===== config.mk =====
export PLATFORM = sky130hd
export DESIGN_NAME = fifo_stream_reader
export DESIGN_NICKNAME = d
export VERILOG_FILES = /design/src/rtl/fifo_stream_reader.sv
export SDC_FILE = /design/constraint.sdc
export NUM_CORES = 1
export LEC_CHECK = 0
export ABC_AREA = 0
export CORE_MARGIN = 4
export CORE_UTILIZATION = 31
export CTS_CLUSTER_DIAMETER = 100
export CTS_CLUSTER_SIZE = 28
export DETAILED_ROUTE_END_ITERATION = 7
export HOLD_SLACK_MARGIN = 0.1
export REMOVE_ABC_BUFFERS = 1
export SYNTH_ARGS = -nofsm -noshare
export SYNTH_HDL_FRONTEND = slang
export SYNTH_SLANG_ARGS = --single-unit

===== constraint.sdc =====
create_clock -name clk -period 8.1 [get_ports clk]
set_clock_uncertainty 0.1 [all_clocks]
set_input_delay 1.62 -clock clk [delete_from_list [all_inputs] [get_ports clk]]
set_output_delay 1.62 -clock clk [all_outputs]
set_load 0.02 [all_outputs]

===== src/rtl/fifo_stream_reader.sv =====
// fifo_stream_reader: read-side adapter for a fifo_queue deq port.
// Pops words from a FIFO with a registered read and presents them on a
// valid/ready stream. A 2-entry skid buffer plus a credit check hides the
// one-cycle read latency, so one word per clock is sustained.
// Optional feature macro: READER_FLUSH_EN (adds flush/flush_busy and FLUSH state).

module fifo_stream_reader #(
   parameter int WIDTH = 16,
   parameter int CNT_W = 16
) (
   input  logic             clk,
   input  logic             reset,
   output logic             fifo_deq,
   input  logic [WIDTH-1:0] fifo_deq_data,
   input  logic             fifo_empty,
   output logic             m_valid,
   input  logic             m_ready,
   output logic [WIDTH-1:0] m_data,
   output logic [CNT_W-1:0] beat_count
`ifdef READER_FLUSH_EN
  ,input  logic             flush,
   output logic             flush_busy
`endif
);

`ifdef READER_FLUSH_EN
   typedef enum logic [0:0] {RUN = 1'b0, FLUSH = 1'b1} state_t;
`else
   typedef enum logic [0:0] {RUN = 1'b0} state_t;
`endif

   localparam logic [CNT_W-1:0] CNT_ONE = 1;

   state_t           state;
   state_t           state_next;
   logic [WIDTH-1:0] head;
   logic [WIDTH-1:0] tail;
   logic [1:0]       buf_cnt;
   logic             pending;
   logic             pop;
   logic             capture;
   logic             flush_start;
   logic [2:0]       credit;

   assign m_valid = (buf_cnt != 2'd0);
   assign m_data  = head;
   assign pop     = m_valid && m_ready;
   assign capture = pending && (state == RUN);

`ifdef READER_FLUSH_EN
   assign flush_busy = (state == FLUSH);
`endif

   // Next-state and pop-issue logic; pops are only issued when the words
   // already buffered or in flight leave room after this cycle's transfer.
   always_comb begin
      state_next  = state;
      fifo_deq    = 1'b0;
      flush_start = 1'b0;
      credit      = {1'b0, buf_cnt} + {2'b00, pending} - {2'b00, pop};
      if (!reset) begin
         case (state)
            RUN: begin
               fifo_deq = !fifo_empty && (credit < 3'd2);
`ifdef READER_FLUSH_EN
               if (flush) begin
                  flush_start = 1'b1;
                  state_next  = FLUSH;
               end
`endif
            end
`ifdef READER_FLUSH_EN
            FLUSH: begin
               fifo_deq = !fifo_empty;
               if (fifo_empty && !pending && !flush) begin
                  state_next = RUN;
               end
            end
`endif
            default: begin
               state_next = RUN;
            end
         endcase
      end
   end

   // State register.
   always_ff @(posedge clk) begin
      if (reset) begin
         state <= RUN;
      end else begin
         state <= state_next;
      end
   end

   // In-flight flag and accepted-beat counter.
   always_ff @(posedge clk) begin
      if (reset) begin
         pending    <= 1'b0;
         beat_count <= '0;
      end else begin
         pending <= fifo_deq;
         if (pop) begin
            beat_count <= beat_count + CNT_ONE;
         end
      end
   end

   // Skid buffer: head is always the output word; a capture coinciding with
   // a pop lands in the slot the pop frees, which keeps arrival order.
   always_ff @(posedge clk) begin
      if (reset) begin
         head    <= '0;
         tail    <= '0;
         buf_cnt <= 2'd0;
      end else if (flush_start || (state != RUN)) begin
         buf_cnt <= 2'd0;
      end else begin
         case ({capture, pop})
            2'b01: begin
               head    <= tail;
               buf_cnt <= buf_cnt - 2'd1;
            end
            2'b10: begin
               if (buf_cnt == 2'd0) begin
                  head <= fifo_deq_data;
               end else begin
                  tail <= fifo_deq_data;
               end
               buf_cnt <= buf_cnt + 2'd1;
            end
            2'b11: begin
               if (buf_cnt == 2'd1) begin
                  head <= fifo_deq_data;
               end else begin
                  head <= tail;
                  tail <= fifo_deq_data;
               end
            end
            default: begin
               buf_cnt <= buf_cnt;
            end
         endcase
      end
   end

endmodule


## After elaboration in Yosys (flattened, before gate mapping)

Cells that the tools add are included.

| word-level totals | value |
|---|---|
| register bits | 51 |

| operators by class | value |
|---|---|
| add/sub/neg operators | 5 |
| $lt $le $gt $ge | 1 |
| equality and inequality tests | 7 |
| multiplexer cells | 8 |
| reduce and logical (&&, ||, !) cells | 10 |

Operators with widths:

| operator | count |
|---|---|
| 16-bit 2-to-1 mux | 4 |
| 16-bit case mux with 3 select lines | 1 |
| 16-bit case mux with 2 select lines | 1 |
| 16-bit by 1-bit adder with 16-bit output, second input constant | 1 |
| 2-bit inequality test, second input constant | 3 |
| 2-bit nonzero test | 3 |
| 2-bit by 1-bit == test with 1-bit output, second input constant | 2 |
| 2-bit == test, second input constant | 2 |
| 2-bit case mux with 2 select lines | 1 |
| 2-bit by 1-bit adder with 3-bit output | 1 |
| 3-bit by 2-bit less-than comparator with 1-bit output, second input constant | 1 |
| 3-bit AND reduction | 1 |
| 3-bit nonzero test | 1 |
| 3-bit by 1-bit subtractor with 3-bit output | 1 |
| 2-bit by 1-bit adder with 2-bit output, second input constant | 1 |
| 1-bit logical AND | 2 |
| 2-bit logical NOT | 1 |
| 2-bit AND reduction | 1 |
| 2-bit by 1-bit subtractor with 2-bit output, second input constant | 1 |
| 1-bit logical NOT | 1 |
| 1-bit 2-to-1 mux | 1 |

## Depth between registers and ports, before layout

| logic depth | value |
|---|---|
| depth after elaboration | 6 |
| depth in mapped cells | 11 |
| depth with buffers taken out | 9 |

## Worst setup path before layout

OpenSTA, ideal clock, no wires.

| path | value |
|---|---|
| kind | input to output |
| start point | input m_ready |
| end point | output fifo_deq |
| arrival time | 3.707 ns |
| data required time | 6.380 ns |
| path slack | 2.673 ns |
| cell stages on the path | 8 |
| cells stage by stage | nor2b_1 buf_2 inv_1 ha_1 nand2b_1 fa_1 xor2_1 nor4b_1 |

| between the ends | value |
|---|---|
| longest elaborated chain between the ends | 5 |

Ends and longest elaborated chain:

| item | line | source |
|---|---|---|
| from (decl) | 17 | `input logic m_ready,` |
| 1-bit logical AND | 47 | `assign pop = m_valid && m_ready;` |
| via pop | 40 | `logic pop;` |
| 3-bit by 1-bit subtractor with 3-bit output | 60 | `credit = {1'b0, buf_cnt} + {2'b00, pending} - {2'b00, pop};` |
| 3-bit by 2-bit less-than comparator with 1-bit output | 64 | `fifo_deq = !fifo_empty && (credit < 3'd2);` |
| 1-bit logical AND | 64 |  |
| 1-bit 2-to-1 mux | 61 | `if (!reset) begin` |
| to (decl) | 13 | `output logic fifo_deq,` |

The timed path passes the listed nets, and every way through them passes these cells.

## Worst setup path after layout

| path | value |
|---|---|
| start point | input m_ready |
| end point | output fifo_deq |

| between the ends | value |
|---|---|
| longest elaborated chain between the ends | 5 |

Ends and longest elaborated chain:

| item | line |
|---|---|
| 1-bit logical AND | 47 |
| 3-bit by 1-bit subtractor with 3-bit output | 60 |
| 3-bit by 2-bit less-than comparator with 1-bit output | 64 |
| 1-bit logical AND | 64 |
| 1-bit 2-to-1 mux | 61 |

Every way passes these cells.

==> key figures <==
Status
  – Outcome: completed

Detailed routing
  – Drt initial violations: 66
  – Post-route DRC: 0
  – Vias/cell: 4.691
  – Pre-antenna DRT Iters: 4
  – Post-Route WL: 4917 um
  – Via Count: 1792
  – Antenna Nets Post-Route: 0
  – Per-cell routed wire length: 12.87 um

Clock network
  – Cts hold-fix bufs: 0
  – Clock-pin slew on the worst setup and hold paths: 0.10 ns
  – # clock sinks: 51
  – CTS H-tree depth: 2
  – Clock root buffer: clkbuf_8
  – Max Root-Sink Buffers: 2
  – Num CTS Buffers: 5
  – Clock latency at the later pin of the worst-skew pair: 0.30 ns
  – Post_cts resized: 0
  – Post-CTS Setup Bufs: 0
  – CTS tree: yes

Global routing
  – Total congestion overflow: 0
  – Gr usage total: 12.04%
  – Vias in the first global route: 1810
  – First-pass GRT wire length: 8473 um
  – Largest net degree at the start of global routing: 57
  – Initial antenna violation count: 0

Power
  – Worst vdd ir: 0.0001636 V
  – Power Total: 0.9150 mW
  – Power density over the cells: 308.3 mW/mm^2
  – Switch Pwr: 0.3457 mW
  – P_int: 0.5693 mW
  – Clock share of power: 16.7%
  – Seq pwr share: 38.4%
  – Lkg Pwr: 1.153 nW
  – Sw frac: 37.78%
  – Comb pwr share: 44.9%

STA
  – Max Clk Rate: 155.4 MHz
  – Min Tclk post-route: 6.437 ns
  – Final worst setup slack: 1.663 ns
  – Setup_tns: 0 ns
  – Tcrit/Tclk final: 79.47%
  – Final Hold Violating Endpoints: 0
  – Final setup fails: 0
  – Slew Limit Fails: 0
  – Slew Limit Headroom: 26.92%
  – Unrepaired setup endpoints after global routing: false
  – Worst-Margin Slew: 1.096 ns

Finish
  – Inserted Diodes: 0
  – Nets: 309
  – Synth-to-layout area growth: 28.84%
  – Layout cells sized above 1: 7.420%
  – Final Non-Filler Cells: 382
  – Final Instance Area: 0.002968 mm^2

Floorplan
  – Row count: 31
  – Die area: 0.008874 mm^2
  – Core Footprint: 0.007253 mm^2
  – Height of the die: 94.20 um
  – Ports: 54
  – Die W: 94.20 um
  – Initial core utilization: 31.76%

Setup path
  – Critical path startpoint category: input pin
  – Worst setup path start: m_ready
  – Reg2Reg Launch Point: buf_cnt[1]
  – Max FO, Critical Path: 7
  – Capturing point of the worst reg2reg path: m_data[13]
  – CP required: 6.38 ns
  – CP Capture Point: fifo_deq
  – Worst reg2reg path depth: 7
  – Setup crit end kind: output pin
  – Crit path kind: in2out
  – Crit path DAT: 4.72 ns
  – R2R setup slack: 5.00 ns

Synthesis
  – Synth area leader: dfxtp_1
  – Proportion of netlist area held by the largest area contributor: 44.32%
  – Unique masters post-synth: 37
  – Yosys warnings: 0
  – Register bit total from synthesis: 51
  – Register area share after synthesis: 44.32%
  – Syn avg cell area: 9.844 um^2
  – Ranking of synthesized cells by area: dfxtp_1, nor2_1, mux2i_1
  – Syn Inst Count: 234
  – Synth Cell Area: 0.002303 mm^2

Worst hold path
  – HP Class: reg2reg

Place
  – Cells after DPL: 374
  – Routability cong.: 0.8271
  – Cell area after placement: 0.002873 mm^2
  – Port-buffer cells: 53
  – Dpl ws: 1.633 ns
  – HPWL after DPL: 3406 um

Job
  – Max Cap Viol: 0
-- per-stage QoR --
step	utilization, %	hold WS [ns]
after floorplan	-	0.3643
after global placement	39.61	0.3764
after detailed placement	39.61	0.3890
after CTS	40.92	0.4084
after global routing	40.92	0.4259
final	40.92	0.4024
-- synth_stat cells --
master,instances
a211oi_1,16
a21o_1,1
a21o_4,1
a21oi_1,1
a22oi_1,17
and2_4,1
and4_1,1
and4b_1,2
buf_1,3
buf_2,4
buf_4,1
buf_6,4
clkbuf_1,1
dfxtp_1,51
fa_1,1
ha_1,6
inv_1,5
mux2_1,1
mux2_2,1
mux2_4,2
mux2i_1,17
mux2i_2,1
nand2_1,4
nand2b_1,1
nand3_1,5
nand4_1,5
nand4_4,1
nand4b_1,2
nor2_1,52
nor2b_1,5
nor3_1,1
nor3_2,1
nor4_2,2
nor4b_1,2
o21ai_2,1
xnor2_1,5
xor2_1,9
-- area by class of cell --
| type | count | area (um^2) |
|---|---|---|
| fill | 743 | 4285 |
| tap | 99 | 123.9 |
| timing repair buffer | 54 | 533.0 |
| clock buffer | 5 | 68.82 |
| clock inverter | 3 | 26.28 |
| inverter | 5 | 18.77 |
| sequential | 51 | 1021 |
| multi-input combinational | 165 | 1176 |
-- flip-flops by register name (all words and copies together), names as in the netlist --
register and count:
beat_count 16, buf_cnt 2, m_data 16, pending 1, tail 16
-- per-layer routing --
| metal | track usage [%] | up-vias | part of all wire (%) |
|---|---|---|---|
| met5 | 0 | - | 0 |
| met4 | 4.813 | 0 | 2.0 |
| met3 | 2.885 | 7 | 5.0 |
| met2 | 20.27 | 38 | 48 |
| met1 | 14.68 | 826 | 45 |
| li1 | - | 921 | - |
-- power groups by stage --
stage | sequential, mW | combinational [mW] | clock (mW)
2_1_floorplan | 0.404 | 0.217 | 0
3_3_place_gp | 0.357 | 0.411 | 0
3_5_place_dp | 0.359 | 0.418 | 0
4_1_cts | 0.353 | 0.418 | 0.161
5_1_grt | 0.362 | 0.458 | 0.174
6_report | 0.351 | 0.411 | 0.153
-- critical path: stages --
cell and delay [ns]:
clkdlybuf4s50_1 0.53, nor2b_1 0.49, inv_1 0.09, ha_1 0.36, nand2b_1 0.17, fa_1 0.38, xor2_1 0.17, nor4b_1 0.24
clkdlybuf4s50_1 0.66
-- worst min-delay path by stage --
stage                    from         to  slack (ns)  depth (start not counted)
floorplan             tail[0]    tail[0]        0.36                          2
global placement      tail[8]    tail[8]        0.38                          2
detailed placement    tail[9]    tail[9]        0.39                          2
CTS                 m_data[3]  m_data[3]        0.41                          2
global route        m_data[2]  m_data[2]        0.43                          2
finish              m_data[3]  m_data[3]        0.40                          2
-- placed cells by master (no fill, tap or decap), drive strengths merged --
master	netlist	routed
and2	1	1
fa	1	1
nor4b	2	2
dfxtp	51	51
nor2	52	52
nor4	2	2
nand4b	2	2
xnor2	5	5
clkdlybuf4s50	0	52
o21ai	1	1
a22oi	17	17
clkinv	0	1
mux2	4	4
and4	1	1
nand2	4	4
ha	6	6
nor2b	5	5
a211oi	16	16
nand2b	1	1
nand4	6	6
xor2	9	9
nand3	5	5
inv	5	7
nor3	2	2
and4b	2	2
buf	12	2
clkbuf	1	5
a21oi	1	1
a21o	2	2
mux2i	18	18
-- logic make-up (layout without fill, tap and decap cells) --
| kind of cell | Yosys count | after routing | share of synthesized area, % |
|---|---|---|---|
| buffers and inverters | 18 | 67 | 4.617 |
| DFF | 51 | 51 | 44.32 |
| AOI/OAI and AO/OA | 37 | 37 | 12.33 |
| adders and majority gates | 7 | 7 | 4.128 |
| xor gates and xnor gates | 14 | 14 | 5.323 |
| and+or+nand+nor | 85 | 85 | 19.01 |
| muxes | 22 | 22 | 10.27 |
No activity file was read; power rests on OpenSTA's default activity.
